## src/rtl/mem_swap_ctrl.sv

```systemverilog
// mem_swap_ctrl: swaps two words of an attached register file that has one
// synchronous write port and one combinational read port. While idle the host
// port passes straight through to the file. While a swap runs, the controller
// owns the file ports and host writes are dropped.
module mem_swap_ctrl #(
  parameter int ADDR_WIDTH = 7,
  parameter int DATA_WIDTH = 8
) (
  input  logic                  clk,
  input  logic                  reset,
  // swap request
  input  logic                  start,
  input  logic [ADDR_WIDTH-1:0] addr_a,
  input  logic [ADDR_WIDTH-1:0] addr_b,
  output logic                  busy,
  output logic                  done,
  // host port
  input  logic                  host_we,
  input  logic [ADDR_WIDTH-1:0] host_addr_w,
  input  logic [DATA_WIDTH-1:0] host_data_w,
  input  logic [ADDR_WIDTH-1:0] host_addr_r,
  output logic [DATA_WIDTH-1:0] host_data_r,
  output logic                  host_blocked,
  // register file port
  output logic                  mem_we,
  output logic [ADDR_WIDTH-1:0] mem_addr_w,
  output logic [ADDR_WIDTH-1:0] mem_addr_r,
  output logic [DATA_WIDTH-1:0] mem_data_w,
  input  logic [DATA_WIDTH-1:0] mem_data_r
);

  typedef enum logic [2:0] {
    S_IDLE = 3'd0,
    S_RD_A = 3'd1,
    S_WR_A = 3'd2,
    S_WR_B = 3'd3,
    S_DONE = 3'd4
  } state_t;

  state_t                state_q, state_d;
  logic [ADDR_WIDTH-1:0] a_q, a_d;
  logic [ADDR_WIDTH-1:0] b_q, b_d;
  logic [DATA_WIDTH-1:0] tmp_q, tmp_d;
  logic                  busy_q, busy_d;
  logic                  done_q, done_d;

  // Next-state logic, address latching and capture of the old A word.
  always_comb begin
    state_d = state_q;
    a_d     = a_q;
    b_d     = b_q;
    tmp_d   = tmp_q;
    case (state_q)
      S_IDLE: begin
        if (start) begin
          a_d = addr_a;
          b_d = addr_b;
          // Swapping a word with itself is a no-op: skip straight to DONE.
          if (addr_a != addr_b) begin
            state_d = S_RD_A;
          end else begin
            state_d = S_DONE;
          end
        end
      end
      S_RD_A: begin
        tmp_d   = mem_data_r;
        state_d = S_WR_A;
      end
      S_WR_A:  state_d = S_WR_B;
      S_WR_B:  state_d = S_DONE;
      S_DONE:  state_d = S_IDLE;
      default: state_d = S_IDLE;
    endcase
    // busy/done are registered versions of the upcoming state.
    busy_d = (state_d != S_IDLE);
    done_d = (state_d == S_DONE);
  end

  // State and datapath registers with asynchronous reset.
  always_ff @(posedge clk or posedge reset) begin
    if (reset) begin
      state_q <= S_IDLE;
      a_q     <= '0;
      b_q     <= '0;
      tmp_q   <= '0;
      busy_q  <= 1'b0;
      done_q  <= 1'b0;
    end else begin
      state_q <= state_d;
      a_q     <= a_d;
      b_q     <= b_d;
      tmp_q   <= tmp_d;
      busy_q  <= busy_d;
      done_q  <= done_d;
    end
  end

  // Register-file port mux: host pass-through in IDLE, controller otherwise.
  always_comb begin
    mem_we     = 1'b0;
    mem_addr_w = a_q;
    mem_addr_r = a_q;
    mem_data_w = tmp_q;
    case (state_q)
      S_IDLE: begin
        mem_we     = host_we;
        mem_addr_w = host_addr_w;
        mem_addr_r = host_addr_r;
        mem_data_w = host_data_w;
      end
      S_RD_A: begin
        mem_addr_r = a_q;
      end
      S_WR_A: begin
        // Read B and write it into A in the same cycle.
        mem_addr_r = b_q;
        mem_we     = 1'b1;
        mem_addr_w = a_q;
        mem_data_w = mem_data_r;
      end
      S_WR_B: begin
        mem_addr_r = b_q;
        mem_we     = 1'b1;
        mem_addr_w = b_q;
        mem_data_w = tmp_q;
      end
      default: begin
        mem_addr_r = b_q;
      end
    endcase
  end

  assign busy         = busy_q;
  assign done         = done_q;
  assign host_data_r  = mem_data_r;
  assign host_blocked = host_we & busy_q;

endmodule

```

## config.mk

```make
export PLATFORM = sky130hd
export DESIGN_NAME = mem_swap_ctrl
export DESIGN_NICKNAME = d
export VERILOG_FILES = /design/src/rtl/mem_swap_ctrl.sv
export SDC_FILE = /design/constraint.sdc
export NUM_CORES = 1
export LEC_CHECK = 0
export ABC_CLOCK_PERIOD_IN_PS = 1600
export CORE_ASPECT_RATIO = 1.2
export CORE_MARGIN = 3
export CORE_UTILIZATION = 38
export DETAILED_ROUTE_END_ITERATION = 6
export GPL_TIMING_DRIVEN = 0
export PLACE_DENSITY = 0.73
export SLEW_MARGIN = 10
export SYNTH_ARGS = -nofsm -noshare
export SYNTH_HDL_FRONTEND = slang
export SYNTH_SLANG_ARGS = --single-unit
```

## constraint.sdc

```tcl
create_clock -name clk -period 1.6 [get_ports clk]
set_input_delay 0.16 -clock clk [delete_from_list [all_inputs] [get_ports clk]]
set_output_delay 0.16 -clock clk [all_outputs]
set_load 0.01 [all_outputs]
```

==> metrics.md, run 1 <==
| Metric | Value |
|---|---|
| Yosys cell types | `28` |
| End of the critical path | `mem_addr_w[4]` |
| WL final | `6.49 mm` |
| Pin count of the biggest net entering global routing | `28` |
| Root buf cell | `clkbuf_8` |
| First-iteration detailed-routing DRC count | `92` |
| Unrepaired setup endpoints after global routing | `yes` |
| Leading cell type in the layout, fill and taps excluded | `clkdlybuf4s50_1` |
| Clk sinks | `27` |
| Fin Setup TNS | `-7.14 ns` |
| Vias | `1,853` |
| Layout area overhead | `85.9%` |
| Initial antenna violation count | `0` |
| Final period utilization | `116%` |
| Drt via density | `5.31` |
| HPWL Detailed | `3.68 mm` |
| Post-Syn Area | `1790 um^2` |
| Synth Warn # | `0` |
| First-pass GRT wire length | `8.95 mm` |
| Die Width | `68.6 um` |
| Syn avg cell area | `9.94 um^2` |
| Placeable Area | `4390 um^2` |
| Share of layout cells above drive strength 1 | `48.1%` |
| Area occupied by multi-input gates | `1230 um^2` |
| Remaining Overflow, GRT | `0` |
| Failing checks | `setup timing` |
| CP arrival | `1.70 ns` |
| Most frequent cells in the layout | `clkdlybuf4s50_1, dfrtp_1, buf_4` |
| Hold crit path type | `in2async` |
| Status | `finished with violations` |
| Remaining antenna violation count after routing | `0` |
| PD cells | `2250 nW/um^2` |
| Worst-skew pair later-pin latency | `0.27 ns` |
| Chip height | `81.2 um` |
| Critical path origin | `state_q[0]` |
| Htree depth | `1` |
| Final Cell Area | `3330 um^2` |
| Critical Path RT | `1.44 ns` |
| Reg area | `676 um^2` |
| Synthesized Nets | `228` |
| Finish-stage setup viols | `46` |
| Maximum clock frequency | `538 MHz` |
| Placer Congestion | `0.791` |
| Fill count | `274` |
| Worst slew pin tran | `1.05 ns` |
| Fin. max-slew vios | `0` |
| WHS | `0.438 ns` |
| Starting density of the core | `40.7%` |
| Worst vdd ir | `1.42 mV` |
| Final hold viol count | `0` |
| Seq/Total Area, Yosys | `37.8%` |
| Ant diodes | `0` |
| Num CTS Buffers | `3` |
| PortBufs | `81` |
| Tmin final | `1.86 ns` |
| Total die area | `5570 um^2` |
| DR DRC count | `0` |
| RR Endpoint | `a_q[3]` |
| Critical Path Start Type | `register` |
| Crit path kind | `reg2out` |
| WL/cell | `18.6 um` |
| Net count reported at finish | `342` |
| R2r startpoint | `state_q[0]` |
| Post-synthesis register bit count | `27` |
| Tot Pwr | `7.48 mW` |
| Leak pwr | `1.50 nW` |
| Worst-case reg-to-reg path depth | `7` |
| Deepest clock path buffer count | `2` |
| Slew HR | `29.9%` |
| Crit path max fanout | `6` |
| CTS tree | `built` |
| Post-DP Area | `2670 um^2` |
| Final WS setup | `-0.259 ns` |
| First-pass detailed-route iteration total | `4` |
| Core Rows | `26` |
| I/O pin total | `82` |
| Worst setup EP type | `output pin` |
| CTS clk-pin slew, worst paths | `0.09 ns` |
| Vias in the first global route | `1,837` |
| Max-cap violation count | `0` |
| Total global routing track utilization | `21.4%` |
| Clk_skew | `0.00350 ns` |
| Cells after synthesis | `180` |
| Worst R2R Setup Slack | `-0.23 ns` |
-- registers in the layout, indices dropped and copies added, names as in the netlist --
register and flops:
busy 1, state_q 3, tmp_q 8, b_q 7, done 1, a_q 7
-- cell families (layout without fill, tap and decap cells) --
group           count (synthesis)  in the layout  synth area share, %
compound gates                 36             36                 13.2
flops                          27             27                 37.8
mux                            37             37                 22.2
simple gates                   48             48                 14.8
buf+inv                        24            137                 8.04
xor+xnor                        8              8                 3.92
-- routing by layer --
layer  vias to the layer above  GRT usage [%]  wire length, um  part of all wire, %
li1                        859              -                -                    -
met1                       912           26.9             2690                   41
met2                        69           36.0             3260                   50
met3                        13           3.60              379                  5.8
met4                         0           7.55              151                  2.3
met5                         -              0                0                    0
-- cell type report --
class / count / area share [%]
tap: 56 / 2.11
clock buffer: 4 / 1.35
timing repair buffer: 111 / 31.9
sequential: 27 / 20.3
multi-input combinational: 129 / 37.0
inverter: 3 / 0.451
buffer: 19 / 6.92
-- synth_stat cells, drive strengths merged --
cell | number | share of area [%]
dfrtp | 27 | 38
mux2 | 22 | 14
o21ai | 20 | 5.6
buf | 17 | 6.6
nand2 | 17 | 3.6
nor2 | 16 | 3.8
mux2i | 15 | 8.4
o221a | 7 | 4.4
xor2 | 7 | 3.4
nor3b | 5 | 2.1
a21oi | 4 | 1.1
clkbuf | 4 | 0.84
inv | 3 | 0.63
a21o | 2 | 0.84
nor4 | 2 | 0.70
nor4b | 2 | 2.7
o211ai | 2 | 0.84
or2 | 2 | 0.70
a211oi | 1 | 0.42
and2 | 1 | 0.35
and3 | 1 | 0.35
nor3 | 1 | 0.28
or3 | 1 | 0.35
xnor2 | 1 | 0.49
-- report_power, final --
part / switching, mW / leakage (nW) / internal [mW]
Combinational: 2.43 / 1.16 / 3.25
Sequential: 0.379 / 0.321 / 1.03
Clock: 0.215 / 0.0228 / 0.179
Total: 3.02 / 1.50 / 4.46
-- critical path, cell delays in order, from the launching register on --
cell        delay, ns
dfrtp_1          0.40
buf_6            0.15
clkinvlp_4       0.11
buf_12           0.14
a21oi_4          0.27
o221a_4          0.26
buf_6            0.10
-- per-stage QoR --
stage | utilization [%] | std cells | setup slack (ns)
after CTS | 71.2 | 337 | -0.188
after global routing | 75.7 | 349 | -0.275
final | 75.7 | 349 | -0.259
after detailed placement | 60.8 | 317 | -0.543
after global placement | 60.8 | 317 | -0.550
after floorplan | - | 180 | 0.0538
-- how the worst min path moves through the flow --
stage                          end  depth (start not counted)  slack (ns)  startpoint
after detailed placement  tmp_q[3]                          1        0.50    tmp_q[3]
after floorplan             a_q[0]                          1        0.21       reset
final                       a_q[0]                          2        0.44       reset
after global placement    tmp_q[1]                          1        0.49    tmp_q[1]
after global routing        b_q[4]                          2        0.55   addr_b[4]
after CTS                   a_q[3]                          2        0.47       reset
-- repair_timing --
action / in CTS / in global routing
setup endpoints to repair: 43 / 47
hold buffers: 0 / 0
resized for setup: 188 / 35
pin swaps: 29 / 13
cloned: 3 / 1
buffers inserted: 15 / 11
No activity file was read; power rests on OpenSTA's default activity.
==> run 2, diff against run 1 <==
--- a/config.mk
+++ b/config.mk
@@ -12,7 +12,6 @@
 export DETAILED_ROUTE_END_ITERATION = 6
 export GPL_TIMING_DRIVEN = 0
 export PLACE_DENSITY = 0.73
-export SLEW_MARGIN = 10
 export SYNTH_ARGS = -nofsm -noshare
 export SYNTH_HDL_FRONTEND = slang
 export SYNTH_SLANG_ARGS = --single-unit
==> results of run 2 <==
Same layout as run 1: the final DEF is identical, and so are final timing and power.
==> run 3, diff against run 2 <==
--- a/config.mk
+++ b/config.mk
@@ -6,12 +6,14 @@
 export NUM_CORES = 1
 export LEC_CHECK = 0
 export ABC_CLOCK_PERIOD_IN_PS = 1600
+export CELL_PAD_IN_SITES_DETAIL_PLACEMENT = 0
+export CELL_PAD_IN_SITES_GLOBAL_PLACEMENT = 1
 export CORE_ASPECT_RATIO = 1.2
 export CORE_MARGIN = 3
-export CORE_UTILIZATION = 38
+export CORE_UTILIZATION = 27
 export DETAILED_ROUTE_END_ITERATION = 6
 export GPL_TIMING_DRIVEN = 0
-export PLACE_DENSITY = 0.73
+export PLACE_DENSITY = 0.83
 export SYNTH_ARGS = -nofsm -noshare
 export SYNTH_HDL_FRONTEND = slang
 export SYNTH_SLANG_ARGS = --single-unit
==> run 3 against run 2 <==
  * The flow still finishes with violations (setup timing)
  * Critical path depth is 2 lower
  * Utilization down 24 points
  * Global-route usage down 5.4 points
  * Clock skew shrank 0.0017 ns
  * Clock-buffer cell count unchanged
  * Largest cell class unchanged
  * Sequential power decreased by 6%
  * Clock power about the same
  * Register-to-register slack better by 0.12 ns
  * Sequential share of layout area grew 0.53 points
  * Sequential cell count unchanged
  * Non-clock buffer count is 6 lower
  * Via count fell by 4.8%
==> metrics.md, run 3 (synthesized netlist as in run 1, its figures left out) <==
| Metric | Value |
|---|---|
| Placeable Area | `6240 um^2 (+42%)` |
| Drt via density | `4.77 (-10%)` |
| Leak pwr | `1.44 nW (-4.5%)` |
| Slew HR | `29.0% (-0.93 points)` |
| Placer Congestion | `0.762 (-3.7%)` |
| Worst-skew pair later-pin latency | `0.27 ns (about the same)` |
| Num CTS Buffers | `3 (unchanged)` |
| Final WS setup | `-0.220 ns (+0.0392 ns)` |
| Crit path max fanout | `7 (+1)` |
| Fin Setup TNS | `-4.09 ns (+3.05 ns)` |
| P_sw | `2.75 mW (-9.1%)` |
| Remaining antenna violation count after routing | `0 (unchanged)` |
| Die Width | `80.3 um (+17%)` |
| Final hold viol count | `0 (unchanged)` |
| Hold crit path type | `in2async` |
| Fill count | `571 (+110%)` |
| Clock power share | `5.7% (+0.4 points)` |
| CTS tree | `built` |
| Layout area overhead | `81.1%` |
| Finish-stage setup viols | `43 (-6.5%)` |
| Worst setup EP type | `output pin` |
| Root buf cell | `clkbuf_8` |
| Maximum clock frequency | `549 MHz (+2.2%)` |
| Failing checks | `setup timing` |
| Max reg flops | `8 (unchanged)` |
| Status | `finished with violations` |
| Top reg by flops | `tmp_q` |
| CTS Hold Bufs | `0 (unchanged)` |
| Internal power | `4.22 mW (-5.5%)` |
| Critical Path Start Type | `register` |
| Setup Slack @ Placement | `-0.582 ns (-0.0385 ns)` |
| HPWL Detailed | `4.06 mm (+10%)` |
| Pin count of the biggest net entering global routing | `28 (unchanged)` |
| Total global routing track utilization | `16.0% (-5.4 points)` |
| Logic pwr share | `75.2% (-0.7 points)` |
| Clk sinks | `27 (unchanged)` |
| Vias in the first global route | `1,889 (+2.8%)` |
| Reg power frac | `19.2% (+0.4 points)` |
| First-pass GRT wire length | `9.44 mm (+5.5%)` |
| Most frequent cells in the layout | `clkdlybuf4s50_1, dfrtp_1, mux2_4` |
| DR DRC count | `0 (unchanged)` |
| Clk_skew | `0.00178 ns (-0.00173 ns)` |
| Deepest clock path buffer count | `2 (unchanged)` |
| Switching share of power | `39.4% (-0.91 points)` |
| Vias | `1,764 (-4.8%)` |
| Net count reported at finish | `337 (-1.5%)` |
| Htree depth | `1 (unchanged)` |
| Final period utilization | `114% (-2.5 points)` |
| CTS clk-pin slew, worst paths | `0.09 ns (about the same)` |
| I/O pin total | `82 (unchanged)` |
| Chip height | `95.2 um (+17%)` |
| Worst slew pin tran | `1.06 ns (+0.0140 ns)` |
| PortBufs | `81 (unchanged)` |
| Remaining Overflow, GRT | `0 (unchanged)` |
| Worst vdd ir | `0.837 mV (-41%)` |
| First-pass detailed-route iteration total | `4 (unchanged)` |
| Ant diodes | `0 (unchanged)` |
| Crit path kind | `reg2out` |
| CP arrival | `1.66 ns (-0.04 ns)` |
| Starting density of the core | `28.7% (-12 points)` |
| Tot Pwr | `6.96 mW (-7.0%)` |
| Initial antenna violation count | `0 (unchanged)` |
| Core Rows | `31 (+19%)` |
| WL/cell | `16.2 um (-13%)` |
| First-iteration detailed-routing DRC count | `73 (-21%)` |
| Tmin final | `1.82 ns (-0.0392 ns)` |
| WL final | `6.01 mm (-7.4%)` |
| Top flop regs | `tmp_q (8), a_q (7), b_q (7)` |
| Unrepaired setup endpoints after global routing | `yes` |
| Leading cell type in the layout, fill and taps excluded | `clkdlybuf4s50_1` |
| PD cells | `2150 nW/um^2 (-4.5%)` |
| Fin. max-slew vios | `0 (unchanged)` |
| Total die area | `7640 um^2 (+37%)` |
| Critical Path RT | `1.44 ns (about the same)` |
| Share of layout cells above drive strength 1 | `45.1% (-3.0 points)` |
| Max-cap violation count | `0 (unchanged)` |
-- run 3: changes by cell type in the layout (fill, tap and decap cells not counted), moves of 2 or more --
| cell | before | now |
|---|---|---|
| o21ai_0 | 5 | 3 |
| o221a_4 | 5 | 3 |
| o221a_2 | 2 | 4 |
| nand2_1 | 2 | 9 |
| buf_4 | 25 | 20 |
| mux2_2 | 3 | 0 |
| mux2_4 | 19 | 22 |
| nand2_4 | 7 | 1 |
| buf_2 | 15 | 17 |
| o21ai_1 | 5 | 8 |
| buf_8 | 6 | 3 |
-- run 3: timing repair --
action / in CTS / in global routing
setup endpoints to repair: 43 / 47
pin swaps: 24 / 5
buffers inserted: 20 / 3
resized for setup: 187 / 32
cloned: 4 / 0
-- run 3: metal layers --
layer / up-vias / track usage, % / wire (um)
li1: 851 / - / -
met1: 860 / 20.3 / 2460
met2: 44 / 27.7 / 3170
met3: 9 / 1.89 / 237
met4: 0 / 5.77 / 136
met5: - / 0 / 0
-- run 3: critical path: stages (launching register included) --
cell and delay (ns):
dfrtp_1 0.40, buf_6 0.14, or3_4 0.43, o221a_2 0.29, buf_6 0.12
-- run 3: cell type report --
type                       instances  area [um^2]  share of cell area (%)
multi-input combinational        130         1190                    36.8
timing repair buffer             106          995                    30.7
sequential                        27          676                    20.8
buffer                            18          215                    6.64
tap                               82          103                    3.17
clock buffer                       4         45.0                    1.39
inverter                           3         15.0                   0.463
-- run 3: worst paths after layout --
| check | start | endpoint | slack [ns] | cells past startpoint |
|---|---|---|---|---|
| hold / removal | reset | tmp_q[0] | 0.44 | 2 |
| max in group asynchronous | reset | b_q[4] | 0.52 | 2 |
| setup reg to reg | state_q[1] | tmp_q[0] | -0.11 | 7 |
| setup / recovery | state_q[1] | mem_addr_w[4] | -0.22 | 4 |
| hold reg to reg | tmp_q[3] | tmp_q[3] | 0.52 | 1 |
| min in group clk | tmp_q[3] | tmp_q[3] | 0.52 | 1 |
-- run 3: power by group through the flow --
stage          clock network, mW  logic (mW)  registers, mW
5_1_grt                    0.432        5.58           1.39
2_1_floorplan                  0        2.17           1.23
3_5_place_dp                   0        3.79           1.28
3_3_place_gp                   0        3.76           1.26
4_1_cts                    0.408        4.75           1.29
6_report                   0.394        5.23           1.33
-- run 3: metrics by stage --
stage	cells	util, %	cell area (um^2)	hold slack (ns)
2_1_floorplan	180	-	1790	0.213
3_5_place_dp	343	43.3	2700	0.495
5_1_grt	370	51.9	3240	0.544
4_1_cts	369	49.7	3110	0.506
6_report	370	51.9	3240	0.442
3_3_place_gp	343	43.3	2700	0.488
==> RTL change, RTL diff (flow settings as in run 2) <==
`a_q` no longer has a reset.
--- a/src/rtl/mem_swap_ctrl.sv
+++ b/src/rtl/mem_swap_ctrl.sv
@@ -81,19 +81,21 @@
   always_ff @(posedge clk or posedge reset) begin
     if (reset) begin
       state_q <= S_IDLE;
-      a_q     <= '0;
       b_q     <= '0;
       tmp_q   <= '0;
       busy_q  <= 1'b0;
       done_q  <= 1'b0;
     end else begin
       state_q <= state_d;
-      a_q     <= a_d;
       b_q     <= b_d;
       tmp_q   <= tmp_d;
       busy_q  <= busy_d;
       done_q  <= done_d;
     end
+  end
+
+  always_ff @(posedge clk) begin
+    a_q <= a_d;
   end
 
   // Register-file port mux: host pass-through in IDLE, controller otherwise.
Function: no difference found for any inputs over 10 cycles, from zero or initial values and one cycle with reset high; that may be too few to reach the edited logic, so the function may still have changed.
==> RTL change against run 2 <==
- sequential cell count unchanged
- final area down 4.7%
- critical path type unchanged
- setup slack better by 66 ps
- area after synthesis down 2.0%
- synthesized cell count down 2.8%
- first-iteration DRC count down 36%
- die area down 1.9%
- total power down 14%
- clock power up 2%
- largest power group unchanged
- register-to-register slack better by 140 ps
- critical path depth unchanged
- the flow still finishes with violations (negative setup slack)
- combinational power down 16%
- wire length down 6.0%
- final cell count down 1.1%
==> RTL change: results <==
{
  "outcome": "finished with violations",
  "violations": "negative setup slack",
  "first_pass_grt_wire_length_mm": 8.40,
  "buffer_ports.inserted": 81,
  "route.final.wire_length_mm": 6.10,
  "multiplexer_share_of_the_synthesized_area": 0.182,
  "post_synth_main_area_contributors": "sky130_fd_sc_hd__dfrtp_1, sky130_fd_sc_hd__edfxtp_1, sky130_fd_sc_hd__mux2_2, sky130_fd_sc_hd__mux2i_1, sky130_fd_sc_hd__nor2_1",
  "antenna_cells_inserted": 0,
  "timing.setup.tns_ps": -3290,
  "routed_via_density": 5.39,
  "worst_slew_margin_rel": 0.473,
  "synth-edff-count": 7,
  "number_of_antenna_violations_at_the_first_check_in_global_routing": 0,
  "first_global_vias": 1742,
  "final.setup_skew_ps": 3.37,
  "groute.usage.overall": 0.201,
  "slowest_delay_ps": 390,
  "yosysSeqAreaShare": 0.405,
  "synth_top_area_share": 0.286,
  "numCtsBuffers": 3,
  "syn-num-nets": 223,
  "clock-root-buffer": "sky130_fd_sc_hd__clkbuf_8",
  "start_of_the_worst_register_to_register_path": "state_q[2]",
  "met3WireLength_microns": 312,
  "layout_setup_ws_ps": -193,
  "total_leakage_power_nw": 1.38,
  "synth.distinct_cells": 29,
  "clkSlewWorstSetupHoldPaths_ps": 100,
  "groute.layer.met1.usage": 0.255,
  "metal2_wl_mm": 3.32,
  "place.detailed.instances": 312,
  "cts.htree.levels": 1,
  "finalNetCount": 338,
  "asyncSetResetFlopFracSynth": 0.741,
  "grt_start_max_net_pins": 21,
  "kind_of_cell_adding_the_most_delay_to_the_critical_path": "buffers and inverters",
  "wl_met1_mm": 2.31,
  "critPathArrivalTime_ps": 1630,
  "worst_ir_drop_vdd_uv": 1090,
  "longest_clk_path_bufs": 2,
  "first_iter_violations": 59,
  "synth_flop_cell": "sky130_fd_sc_hd__dfrtp_1",
  "hpwlAfterDp_mm": 3.62,
  "worst-path-max-fanout": 6,
  "gp_congestion": 0.788,
  "critPathLaunch": "state_q[0]",
  "met3_capacity_usage_during_global_routing": 0.0210,
  "timing.final.setup_violations": 36,
  "synth_compound_gate_area_share": 0.161,
  "dpl-instance-area_sq_mm": 0.00263,
  "syn_inst": 175,
  "drive_gt1_frac": 0.439,
  "share_of_synthesized_cell_area_in_full_adder_half_adder_and_majority_cells": 0,
  "globalRouteMet2Util": 0.353,
  "synthXorXnorAreaFrac": 0.0400,
  "wire_per_inst_microns": 17.7,
  "synth.cells.most_frequent": "sky130_fd_sc_hd__dfrtp_1, sky130_fd_sc_hd__nor2_1, sky130_fd_sc_hd__mux2_2, sky130_fd_sc_hd__mux2i_1, sky130_fd_sc_hd__a21oi_1"
}
[RTL change: cell types whose count changed after synthesis, sizes merged, moves of 7 or more]
cell	run 2	this run
o21ai	20	8
dfrtp	27	20
edfxtp	0	7
nand2	17	9
a21oi	4	12
mux2	22	15
[RTL change: power breakdown]
part | internal, mW | switching, mW | leakage, nW
Sequential | 1.02 | 0.242 | 0.303
Clock | 0.179 | 0.223 | 0.0228
Combinational | 2.59 | 2.17 | 1.05
Total | 3.79 | 2.63 | 1.38
[RTL change: path summary, 6_finish.rpt]
kind,to,depth (start not counted),slack (ps)
setup reg to reg,b_q[2],5,-90
setup / recovery,mem_addr_w[0],6,-190
max in group asynchronous,state_q[2],2,780
min in group clk,a_q[3],1,480
hold reg to reg,tmp_q[6],1,540
hold / removal,tmp_q[6],2,330
[RTL change: layout make-up]
class | instances | area [sq um]
fill | 318 | 1190
multi-input combinational | 120 | 1050
timing repair buffer | 110 | 1030
sequential | 27 | 711
buffer | 20 | 225
tap | 56 | 70.1
clock buffer | 4 | 45.0
inverter | 8 | 33.8
[RTL change: repair_timing]
action                                 CTS  global route
cloned                                   0             2
endpoints found under the hold margin    0             0
pin swaps                               11            10
hold buffers                             0             0
setup endpoints to repair               39            44
buffers inserted                        20             8
gates resized for setup                144            44
[RTL change: stage by stage]
step | total power [mW] | worst slack [ps] | util
2_1_floorplan | 3.15 | -59.9 | -
3_3_place_gp | 4.67 | -588 | 0.604
3_5_place_dp | 4.70 | -603 | 0.604
4_1_cts | 5.56 | -218 | 0.672
5_1_grt | 6.76 | -239 | 0.727
6_report | 6.42 | -193 | 0.727
